==> src/rtl/banked_ram.sv <==
// banked_ram: parametrised banked register RAM with a registered read port,
// selectable read-during-write behaviour and a one-word-per-cycle clear sequencer.
module banked_ram #(
    parameter int unsigned WIDTH     = 16,
    parameter int unsigned ADDR_W    = 6,
    parameter int unsigned BANK_W    = 3,
    parameter int unsigned READ_MODE = 0
) (
    input  logic              clk,
    input  logic              rst_n,
    input  logic [WIDTH-1:0]  in,
    input  logic              load,
    input  logic [ADDR_W-1:0] address,
    input  logic              rd_en,
    input  logic              clear,
    output logic [WIDTH-1:0]  out,
    output logic              out_valid,
    output logic              busy
);

    localparam int unsigned WORD_W     = ADDR_W - BANK_W;
    localparam int unsigned NBANK      = 1 << BANK_W;
    localparam int unsigned BANK_DEPTH = 1 << WORD_W;
    localparam int unsigned DEPTH      = 1 << ADDR_W;

    typedef enum logic {
        S_IDLE  = 1'b0,
        S_CLEAR = 1'b1
    } state_e;

    state_e              state_q, state_d;
    logic [ADDR_W-1:0]   cnt_q, cnt_d;
    logic [WIDTH-1:0]    out_q, out_d;
    logic                out_valid_q, out_valid_d;
    logic                busy_q, busy_d;

    logic [WIDTH-1:0]    mem_q [NBANK][BANK_DEPTH];

    logic                wr_en_c;
    logic [ADDR_W-1:0]   wr_addr_c;
    logic [WIDTH-1:0]    wr_data_c;
    logic [BANK_W-1:0]   wr_bank_c;
    logic [WORD_W-1:0]   wr_word_c;
    logic [NBANK-1:0]    bank_sel_c;
    logic [WIDTH-1:0]    rd_data_c;

    // Pre-write word at the requested address (read-first view of the array)
    always_comb begin
        rd_data_c = mem_q[address[ADDR_W-1 -: BANK_W]][address[WORD_W-1:0]];
    end

    // Next-state, write-port steering and registered-output logic
    always_comb begin
        state_d     = state_q;
        cnt_d       = cnt_q;
        out_d       = out_q;
        out_valid_d = 1'b0;
        busy_d      = busy_q;
        wr_en_c     = 1'b0;
        wr_addr_c   = address;
        wr_data_c   = in;
        case (state_q)
            S_IDLE: begin
                if (clear) begin
                    // Starting a sweep drops this edge's load and read
                    state_d = S_CLEAR;
                    cnt_d   = '0;
                    busy_d  = 1'b1;
                end else begin
                    wr_en_c = load;
                    if (rd_en) begin
                        out_valid_d = 1'b1;
                        out_d       = (READ_MODE == 1 && load) ? in : rd_data_c;
                    end
                end
            end
            S_CLEAR: begin
                wr_en_c   = 1'b1;
                wr_addr_c = cnt_q;
                wr_data_c = '0;
                if (cnt_q == ADDR_W'(DEPTH - 1)) begin
                    state_d = S_IDLE;
                    cnt_d   = '0;
                    busy_d  = 1'b0;
                end else begin
                    cnt_d = cnt_q + ADDR_W'(1);
                end
            end
            default: begin
                state_d = S_IDLE;
            end
        endcase
    end

    // One-hot bank select for the single write port
    always_comb begin
        wr_bank_c  = wr_addr_c[ADDR_W-1 -: BANK_W];
        wr_word_c  = wr_addr_c[WORD_W-1:0];
        bank_sel_c = wr_en_c ? (NBANK'(1) << wr_bank_c) : '0;
    end

    // Control and output registers
    always_ff @(posedge clk or negedge rst_n) begin
        if (!rst_n) begin
            state_q     <= S_IDLE;
            cnt_q       <= '0;
            out_q       <= '0;
            out_valid_q <= 1'b0;
            busy_q      <= 1'b0;
        end else begin
            state_q     <= state_d;
            cnt_q       <= cnt_d;
            out_q       <= out_d;
            out_valid_q <= out_valid_d;
            busy_q      <= busy_d;
        end
    end

    // Storage array; each bank only updates when its select bit is set
    always_ff @(posedge clk or negedge rst_n) begin
        if (!rst_n) begin
            for (int unsigned b = 0; b < NBANK; b++) begin
                for (int unsigned w = 0; w < BANK_DEPTH; w++) begin
                    mem_q[b][w] <= '0;
                end
            end
        end else begin
            for (int unsigned b = 0; b < NBANK; b++) begin
                if (bank_sel_c[b]) begin
                    mem_q[b][wr_word_c] <= wr_data_c;
                end
            end
        end
    end

    assign out       = out_q;
    assign out_valid = out_valid_q;
    assign busy      = busy_q;

endmodule

==> config.mk <==
export PLATFORM = sky130hd
export DESIGN_NAME = banked_ram
export DESIGN_NICKNAME = d
export VERILOG_FILES = /design/src/rtl/banked_ram.sv
export SDC_FILE = /design/constraint.sdc
export NUM_CORES = 2
export LEC_CHECK = 0
export CORE_MARGIN = 2
export CORE_UTILIZATION = 60
export DETAILED_ROUTE_END_ITERATION = 10
export PLACE_DENSITY = 0.76
export SYNTH_ARGS = -nofsm -noshare
export SYNTH_HDL_FRONTEND = slang
export SYNTH_SLANG_ARGS = --single-unit
==> constraint.sdc <==
create_clock -name clk -period 4.1 [get_ports clk]
set_input_delay 0.82 -clock clk [delete_from_list [all_inputs] [get_ports clk]]
set_output_delay 0.82 -clock clk [all_outputs]
set_load 0.02 [all_outputs]
# After elaboration in Yosys (flattened, before gate mapping)
# Cells that the tools add are included.
[word_totals] regBits=1049 inputBits=27 output_inout_bits=18 wordCells=119
[classes] n_addsub=1 n_lt_le_gt_ge=4 n_eq_ne=3 n_shift=1 n_mux=33 bitwise_logic=5 reduce_logical=3
[ops] op="$bwmux 128" count=8
[ops] op="$bmux 128 s3" count=1
[ops] op="$mux 128" count=2
[ops] op="$mux 16" count=4
[ops] op="$bmux 16 s3" count=1
[ops] op="$demux 16 s3" count=1
[ops] op="$mux 6" count=3
[ops] op="$ge 4x4->1 const B" count=3
[ops] op="$not 3->4" count=3
[ops] op="$pmux 6 s2" count=1
[ops] op="$mux 1" count=8
[ops] op="$mux 8" count=1
[ops] op="$shl 1x3->8 const A" count=1
[ops] op="$add 6x1->6 const B" count=1
[ops] op="$eq 6x6->1 const B" count=1
[ops] op="$pmux 1 s2" count=3
[ops] op="$lt 4x1->1 const B" count=1
[ops] op="$reduce_and 3->1" count=1
[ops] op="$ne 2x1->1 const B" count=1
[ops] op="$ne 2x2->1 const B" count=1
[ops] op="$not 1->1" count=2
[ops] op="$reduce_and 2->1" count=1
[ops] op="$logic_and 1x1->1" count=1

# Depth between registers and ports, before layout
[logic_depth] depth_word=7 ltp_mapped=10 depth_no_buf=7

# Worst setup path before layout
# No wires, ideal clock.
[synth_path] kind="input to register" from="input port clear" to="register mem_q[1000] (netlist bit)" setup_time_ns=0.128 arrival_time_ns=2.521 required_ns=3.972 setup_slack_ns=1.451 cell_stages=6 n_path_buf=1 cell_sequence="or4b_4 > o21ai_4 > nand2_8 > nor2_8 > buf_6 > mux2_1"
[synth_via] elab_chain_cells=3
[synth_rtl] item="from (decl)" line="15" rtl="input logic clear,"
[synth_rtl] item="$mux 1" line="64" rtl="if (clear) begin"
[synth_rtl] item="$pmux 1 s2" line="62" rtl="case (state_q)"
[synth_rtl] item="$mux 8" line="99" rtl="bank_sel_c = wr_en_c ? (NBANK'(1) << wr_bank_c) : '0;"
[synth_rtl] item="to (signal, indexed assignment)" line="130" rtl="mem_q[b][wr_word_c] <= wr_data_c;"
[synth_rtl] item="to (decl)" line="37" rtl="logic [WIDTH-1:0] mem_q [NBANK][BANK_DEPTH];"
# No other way between the ends.
# A chain may end at the register's enable or synchronous reset.

# Final worst setup path
[layout_path] from="register state_q" to="register mem_q[742] (netlist bit)"
[layout_via] elab_chain_cells=7 word_cells_on_any_way=13 classes_between="2 x order compare; 1 x shift; 7 x mux; 2 x bitwise; 1 x reduce/logical"
[layout_rtl] item="from (decl)" line="31" rtl="state_e state_q, state_d;"
[layout_rtl] item="from (signal assigned)" line="111" rtl="state_q <= state_d;"
[layout_rtl] item="$mux 6" line="62"
[layout_rtl] item="$not 3->4 (not written as such)" line="130"
[layout_rtl] item="$ge 4x4->1 (not written as such) or $lt 4x1->1 (tied branches)" line="130"
[layout_rtl] item="$logic_and 1x1->1 (not written as such)" line="130"
[layout_rtl] item="$mux 16 (not written as such)" line="130"
[layout_rtl] item="$demux 16 s3" line="130"
[layout_rtl] item="$bwmux 128" line="130"
# Parallel ways exist; a longest one is shown, timed or not.

==> results by group <==
Worst setup path
  • Critical Path Fanout Max: 29
  • Critical Setup Path Class: flip-flop to flip-flop
  • CP endpoint kind: flip-flop
  • Critical path buffers and inverters: 1
  • Critical Path Source Type: flip-flop
  • Crit path DAT: 4120 ps
  • Worst path depth: 5
  • CP max stage cell: dfrtp_2
  • Crit path cell chain: inv_1, o21ai_4, nand2_8, nor2_4, mux2_2
  • Critical path's top delay family: flip-flops
  • WP data required: 4640 ps
  • CP peak stage delay: 910 ps
  • R2R depth: 5

Final layout
  • Fraction of layout cells with a size suffix above 1: 0.3158
  • Final instance area: 52,900 µm²
  • Most common cell after layout, fill and taps aside: dfrtp_1
  • Commonest cells after routing, fill and taps aside: 1,048 x dfrtp_1, 625 x mux2_2, 418 x nand2_1
  • Nets: 3,632
  • Area delta synth->final: 11.42%
  • Final Util: 0.6729
  • Antenna Cells: 0
  • Fillcell total: 5,435

Global route
  • Busiest grt layer: met2
  • Pin count of the biggest net entering global routing: 102
  • GRT Total Usage: 0.3281
  • Initial antenna violation count: 3
  • First-pass GRT wire length: 200.9 mm
  • Met3 Use GR: 0.06056
  • GR Util met1: 0.4539
  • Total gr overflow: 0
  • Grt met2 use: 0.5016
  • Vias in the first global route: 32,164

Synth
  • Syn_area_per_cell: 13.03 µm²
  • Syn_nets: 3,672
  • Ys Warns: 0
  • Synth unique cells: 55
  • Syn Std Cell Area: 47,480 µm²
  • Mapped Cells: 3,644
  • Post-synthesis register bit count: 1,049
  • Seq/Total Area, Yosys: 0.5529

Power
  • Total power: 28.29 mW
  • Static Leak: 24.67 nW
  • Power Density: 534.7 nW/µm²
  • VDD IR-drop max: 0.0003439 V

Die
  • Placement row count: 103
  • Core area: 78,610 µm²
  • Height of the chip: 285.3 µm
  • Die width: 285.3 µm
  • Initial core utilization: 0.6040
  • I/O pins: 45
  • Die area: 81,400 µm²

Routing
  • Routed length per instance: 27.73 µm
  • Drt drc: 0
  • Via/cell ratio: 6.527
  • Routed via count: 30,971
  • Routed Antenna Nets: 0
  • Iter 0 DRT Violations: 3,116
  • Drt pass-1 iters: 8
  • Final wirelength: 131.6 mm

Timing
  • Hold Vio Cnt, Final: 0
  • RSZ-0062 raised after global routing: no
  • Max-slew headroom: 0.1227
  • Worst slew pin tran: 1313 ps
  • Min Hold Slack: 226.5 ps
  • Setup TNS: 0 ps
  • Fmax: 279.1 MHz
  • Crit path time final: 3583 ps
  • Layout Skew: 30.04 ps
  • Max-slew violations: 0
  • Final period util: 0.8740
  • Final setup violation count: 0

Run
  • Max-Cap Viols: 0

Placed design
  • Post-DP HPWL: 81.96 mm
  • GPL Wtd Cong: 0.8873
  • Area post-placement: 49,180 µm²
  • Port Buffers: 44

Clock tree
  • Clk_lat worst skew: 670 ps
  • Number of buffers created by CTS: 105
  • CTS H-tree lvls: 3
  • Num Clock Sinks: 1,049
  • Hold_buf cts: 0
  • Worst-path clk slew: 60 ps
  • Postcts setup bufs: 0
  • Clk buf depth: 3
  • Root Driver: clkbuf_16
  • Post-cts sizing count: 0
  • CTS tree: built

Outcome
  • Status: complete, no violations

Worst hold path
  • Type of the most critical hold path: primary input to asynchronous set/reset pin
per-layer routing:
metal,vias to the layer above,share of wire
met3,310,0.074
met2,1227,0.46
met4,2,0.058
met5,-,0.000061
met1,16390,0.41
li1,13042,-
power by group:
group,switching [mW],total (mW),internal (mW)
sequential,0.948,12.8,11.9
clock,4.10,10.2,6.13
combinational,2.88,5.21,2.33
total,7.93,28.3,20.4
cell type report:
type                    count  area, µm²  area share
inverters                   5      18.77   0.0003548
well taps                1050       1314     0.02483
flip-flops and latches   1049      26250      0.4962
multi-input cells        2265      19860      0.3753
clock buffers             157       3157     0.05967
repair buffers            178       1739     0.03288
clock inverters            41      565.5     0.01069
sequential cells by signal, indices dropped and copies added (netlist names):
signal and cells:
mem_q 1024, out 16, cnt_q 6, busy 1, out_valid 1, state_q 1
cell families after synthesis:
family / share of synthesized area
fa+ha+maj: 0.0002635
simple gates: 0.06351
mux: 0.2765
xor+xnor: 0.0005535
compound gates: 0.07429
buf+inv: 0.03207
flops: 0.5529
worst reg2reg max path: stages (launching register included):
cell,delay [ps]
dfrtp_2,910
inv_1,600
o21ai_4,700
nand2_8,250
nor2_4,570
mux2_2,440
worst paths after layout:
kind,end,slack (ps),from
setup / recovery,mem_q[742]$_DFFE_PN0P_,520,state_q$_DFF_PN0_
hold / removal,mem_q[465]$_DFFE_PN0P_,230,rst_n
setup reg to reg,mem_q[742]$_DFFE_PN0P_,520,state_q$_DFF_PN0_
hold reg to reg,mem_q[207]$_DFFE_PN0P_,470,mem_q[207]$_DFFE_PN0P_
max in group asynchronous,state_q$_DFF_PN0_,2720,rst_n
min in group clk,mem_q[207]$_DFFE_PN0P_,470,mem_q[207]$_DFFE_PN0P_
metrics by stage:
stage / worst slack [ps] / cells
global route: 448.9 / 4745
floorplan: 1451 / 3644
CTS: 559.2 / 4745
detailed placement: 402.4 / 4547
global placement: 494.3 / 4547
finish: 516.6 / 4745
synthesized netlist by cell type (all sizes together):
master	n	area (µm²)
o21ai	362	1827
nor2	83	654.4
mux4	144	3243
and2	3	18.77
inv	5	18.77
o31a	1	8.760
a21oi	17	85.08
nand3b	4	30.03
xor2	2	17.52
o32ai	1	27.53
or3b	1	8.760
clkbuf	215	807.0
a22o	4	36.29
o22ai	64	400.4
a32o	1	10.01
or4	1	7.510
dfrtp	1049	26250
and3	1	6.260
nand2b	4	25.02
mux2i	193	1944
and4	1	8.760
nor2b	19	118.9
nor3b	1	7.510
buf	110	696.9
nand2	427	1672
or4b	2	23.77
nand4bb	1	11.26
o2bb2ai	2	36.29
o211ai	30	225.2
nand3	52	260.3
nand4	24	150.1
or2	1	6.260
xnor2	1	8.760
a22oi	96	720.7
or3	1	6.260
ha	1	12.51
mux2	705	7939
a41o	15	150.1
(Power assumes the default switching activity.)
